**src/rtl/seg_scan_ctrl.sv**
```systemverilog
// Seven-segment digit scanner: guard/show timing per digit, frame-synchronous double buffering.
// Optional leading-zero blanking is enabled by defining SEG_SCAN_LZB_EN.
module seg_scan_ctrl #(
  parameter int unsigned DIGITS = 4,
  parameter int unsigned DIV    = 1000,
  parameter int unsigned GUARD  = 2
) (
  input  logic                  clk_i,
  input  logic                  rst_ni,
  input  logic [4*DIGITS-1:0]   value_i,
  input  logic                  load_i,
  output logic [3:0]            char_o,
  output logic [DIGITS-1:0]     an_n_o,
  output logic                  frame_start_o
);

  localparam int unsigned IW = (DIGITS > 1) ? $clog2(DIGITS) : 1;
  localparam logic [15:0] DIV_LAST   = 16'(DIV - 1);
  localparam logic [15:0] GUARD_LAST = (GUARD > 0) ? 16'(GUARD - 1) : 16'd0;
  localparam logic [IW-1:0] IDX_LAST = IW'(DIGITS - 1);

  typedef enum logic {GUARD_ST, SHOW_ST} state_e;
  localparam state_e RESET_ST = (GUARD == 0) ? SHOW_ST : GUARD_ST;

  state_e              state_q, state_d;
  logic [IW-1:0]       idx_q, idx_d;
  logic [15:0]         cnt_q, cnt_d;
  logic [4*DIGITS-1:0] shadow_q, shadow_d;
  logic [4*DIGITS-1:0] staged_q, staged_d;
  logic                pending_q, pending_d;
  logic [3:0]          char_q, char_d;
  logic [DIGITS-1:0]   an_n_q, an_n_d;
  logic                fs_q, fs_d;
  logic                wrap;
  logic [DIGITS-1:0]   blank;

  // Outputs are computed from next-state values so they change on the same edge as the FSM.
  always_comb begin
    state_d   = state_q;
    idx_d     = idx_q;
    cnt_d     = cnt_q;
    shadow_d  = shadow_q;
    staged_d  = staged_q;
    pending_d = pending_q;
    wrap      = 1'b0;

    case (state_q)
      GUARD_ST: begin
        if (cnt_q == GUARD_LAST) begin
          state_d = SHOW_ST;
          cnt_d   = 16'd0;
        end else begin
          cnt_d = cnt_q + 16'd1;
        end
      end
      default: begin
        if (cnt_q == DIV_LAST) begin
          cnt_d   = 16'd0;
          state_d = (GUARD == 0) ? SHOW_ST : GUARD_ST;
          if (idx_q == IDX_LAST) begin
            idx_d = '0;
            wrap  = 1'b1;
          end else begin
            idx_d = idx_q + IW'(1);
          end
        end else begin
          cnt_d = cnt_q + 16'd1;
        end
      end
    endcase

    if (load_i) begin
      staged_d  = value_i;
      pending_d = 1'b1;
    end

    // A load arriving on the wrap edge bypasses the stage so the newest value is shown.
    if (wrap) begin
      if (load_i) begin
        shadow_d  = value_i;
        pending_d = 1'b0;
      end else if (pending_q) begin
        shadow_d  = staged_q;
        pending_d = 1'b0;
      end
    end

    blank = '0;
`ifdef SEG_SCAN_LZB_EN
    begin
      logic allZero;
      allZero = 1'b1;
      for (int i = DIGITS - 1; i >= 1; i--) begin
        allZero  = allZero & (shadow_d[4*i +: 4] == 4'd0);
        blank[i] = allZero;
      end
    end
`endif

    char_d = shadow_d[{idx_d, 2'b00} +: 4];
    an_n_d = '1;
    if (state_d == SHOW_ST && !blank[idx_d]) begin
      an_n_d[idx_d] = 1'b0;
    end
    fs_d = wrap;
  end

  always_ff @(posedge clk_i or negedge rst_ni) begin
    if (!rst_ni) begin
      state_q   <= RESET_ST;
      idx_q     <= '0;
      cnt_q     <= 16'd0;
      shadow_q  <= '0;
      staged_q  <= '0;
      pending_q <= 1'b0;
      char_q    <= 4'd0;
      an_n_q    <= '1;
      fs_q      <= 1'b0;
    end else begin
      state_q   <= state_d;
      idx_q     <= idx_d;
      cnt_q     <= cnt_d;
      shadow_q  <= shadow_d;
      staged_q  <= staged_d;
      pending_q <= pending_d;
      char_q    <= char_d;
      an_n_q    <= an_n_d;
      fs_q      <= fs_d;
    end
  end

  assign char_o        = char_q;
  assign an_n_o        = an_n_q;
  assign frame_start_o = fs_q;

endmodule

```
**config.mk**
```make
export PLATFORM = sky130hd
export DESIGN_NAME = seg_scan_ctrl
export DESIGN_NICKNAME = d
export VERILOG_FILES = /design/src/rtl/seg_scan_ctrl.sv
export SDC_FILE = /design/constraint.sdc
export NUM_CORES = 1
export LEC_CHECK = 0
export BUFFER_PORTS_ARGS = -buffer_cell sky130_fd_sc_hd__buf_4
export CAP_MARGIN = 20
export CORE_MARGIN = 1.5
export CORE_UTILIZATION = 50
export DETAILED_ROUTE_END_ITERATION = 8
export GPL_ROUTABILITY_DRIVEN = 0
export PLACE_DENSITY = 0.72
export REMOVE_ABC_BUFFERS = 1
export SETUP_SLACK_MARGIN = 0.05
export SLEW_MARGIN = 20
export SYNTH_ARGS = -nofsm -noshare
export SYNTH_HDL_FRONTEND = slang
export SYNTH_SLANG_ARGS = --single-unit
export TNS_END_PERCENT = 100
```
**constraint.sdc**
```tcl
create_clock -name clk_i -period 2.45 [get_ports clk_i]
set_input_delay 0.735 -clock clk_i [delete_from_list [all_inputs] [get_ports clk_i]]
set_output_delay 0.735 -clock clk_i [all_outputs]
set_load 0.02 [all_outputs]
```
==> impl_metrics.ini <==
[die]
die_area_um2 = 6000
rows = 26
die_w_um = 77.4
pin_count = 28
start_util_pct = 52.9
dieHeight_um = 77.4
core-area_um2 = 5240

[critical_path]
worstPathRequired_ps = 2680
path_class = reg2reg
worst_ep_arrival_time_ps = 2610
critPathLaunchType = flip-flop
cp_max_fo = 5
worst_setup_path_end_kind = flip-flop

[sta]
setup_viol = 0
final.period_utilization_pct = 97.2
max_freq_ghz = 0.420
rsz0062_at_grt = yes
period_minus_slack_ps = 2380
fin_skew_ps = 9.71
tightest_slew_ps = 755
setup-tns-final_ps = 0
maxSlewHeadroom_pct = 49.6
finalHoldViolCount = 0
slew_viol_final = 0

[cts]
cts_tree = done
cts_made_buffers = 9
clk_pin_slew_ps = 70
clock_latency_ps = 340
htreeDepth = 3
clockBufferDepth = 2
clock-sinks = 61
clock_tree.root_cell = clkbuf_8

[cells_and_area]
final_cell_mix = dfrtp_1, buf_4, nor2_1
layout_commonest_cell = dfrtp_1
areaGrowthSynthToFinish_pct = 23.1
layout.nets = 290
fin_util_pct = 65.1
n_antenna_cell = 0
drive_above_1_share_pct = 40.8

[synthesis]
syn_inst = 228
ys_seq_area_share_pct = 55.3
synth_area_leaders = dfrtp_1, mux2_2, a32oi_1
synth_cell_types = 36
netlist_area_um2 = 2770
async_flop_share_pct = 100
synth_edf_count = 0
synth_top_area_cell = dfrtp_1
yosysTopAreaCellShare_pct = 51.5
ys_dominant_reg_cell = dfrtp_1
yosysWarnings = 0
synth_area_per_cell_um2 = 12.1
ys_ff_latch = 61

[global_route]
grt_busiest_layer = met1
grtUsageTotal_pct = 20.4
grtUsageMet3_pct = 4.24
grt_use_met2_pct = 28.6
grt_overflow = 0
grtUsageMet1_pct = 28.6
grt_max_degree = 62
grt_pass1_wl_um = 9270
grt_pass1_vias = 1919
antenna_found_initial = 0

[drt]
route.vias.total = 1955
drc = 0
drt_wl_total_um = 5620
drt_iter0_markers = 170
dr.pass1.iters = 4
ant_nets = 0
wire_per_inst_um = 16.4
via_per_inst = 5.72

[pwr]
power_density_nw_per_um2 = 660
p_leak_nw = 1.60
vdd_drop_max_mv = 0.447

[place]
hpwlAfterDp_um = 3560
portBuffers = 27

[hold_path]
hold_path.class = in2async

[status]
status = complete, no violations

[flow_run]
drv_cap = 0
## metal layers
layer  vias to the layer above  routed length (um)
li1                        917                   -
met1                       986                2650
met2                        42                2650
met3                        10                 184
met4                         0                 138
met5                         -                   0
## repair_timing
action	in CTS	in global routing
pin swaps	1	7
gates resized for setup	0	16
setup buffers	0	3
endpoints found under the setup margin	2	4
hold buffers	0	0
cloned	0	1
## worst paths after layout
check                                     endpoint  slack (ps)           startpoint  cells past startpoint
max                            char_o[3]$_DFF_PN0_          70  cnt_q[13]$_DFF_PN0_                      7
min                             cnt_q[3]$_DFF_PN0_         470               rst_ni                      1
max reg2reg                    char_o[3]$_DFF_PN0_          70  cnt_q[13]$_DFF_PN0_                      7
min in group clk_i             cnt_q[15]$_DFF_PN0_         490  cnt_q[15]$_DFF_PN0_                      1
min reg2reg                    cnt_q[15]$_DFF_PN0_         490  cnt_q[15]$_DFF_PN0_                      1
max in group asynchronous  staged_q[4]$_DFFE_PN0P_        1480               rst_ni                      1
## cells by family after synthesis
family                   after synthesis  share of synthesized area (%)
adder cells (fa/ha/maj)                3                           1.36
AO/OA/AOI/OAI                         42                           13.5
XOR/XNOR                              14                           4.43
AND/OR/NAND/NOR                       74                           14.5
multiplexers                          18                           7.32
buffers and inverters                 16                           3.61
flip-flops                            61                           55.3
## final cells by class
class,count,area (um2)
inverter,5,31.3
sequential,61,1530
fill,399,1830
multi-input combinational,152,1220
timing repair buffer,39,297
clock inverter,4,95.1
tap,70,87.6
clock buffer,11,151
## critical path, stage by stage, from the launching register on
cell     delay [ps]
dfrtp_1         390
or4_4           560
nor4_4          360
buf_4           170
mux2_4          310
or2_4           280
o22ai_2         150
nor2_1           50
## where the power goes
group	internal [mW]	switching, mW	leakage, nW
registers	1.04	0.0160	0.764
logic	0.0483	0.0479	0.708
clock network	0.724	0.377	0.125
## registers in the layout, indices dropped and copies added (netlist names)
signal,flops
state_q,1
idx_q,2
frame_start_o,1
cnt_q,16
char_o,4
an_n_o,4
pending_q,1
shadow_q,16
staged_q,16
## metrics by stage
stage                     hold WS (ps)  cell area (um2)  setup slack (ps)  power, mW  instances
final                              471             3410              67.9       2.25        342
after global routing               526             3410              20.6       2.32        342
after CTS                          491             3300              61.4       2.27        338
after detailed placement           479             3050              56.9       1.17        323
after global placement             477             3050              92.7       1.16        323
after floorplan                    439             2690              22.6       1.10        217
## cell usage after synthesis, types with 2 or more instances
cell type	n
dfrtp_1	57
nor2_1	20
mux2_2	18
a32oi_1	15
nand2_1	13
a22oi_2	10
nand2_2	9
nand3_1	9
o22ai_1	9
xnor2_1	8
clkbuf_1	6
xor2_1	6
a22oi_1	5
and3_1	5
dfstp_2	4
inv_1	4
nand2b_1	4
ha_1	3
nand4_1	3
buf_6	2
nor2b_1	2
or4_4	2
No activity file was read; power rests on OpenSTA's default activity.
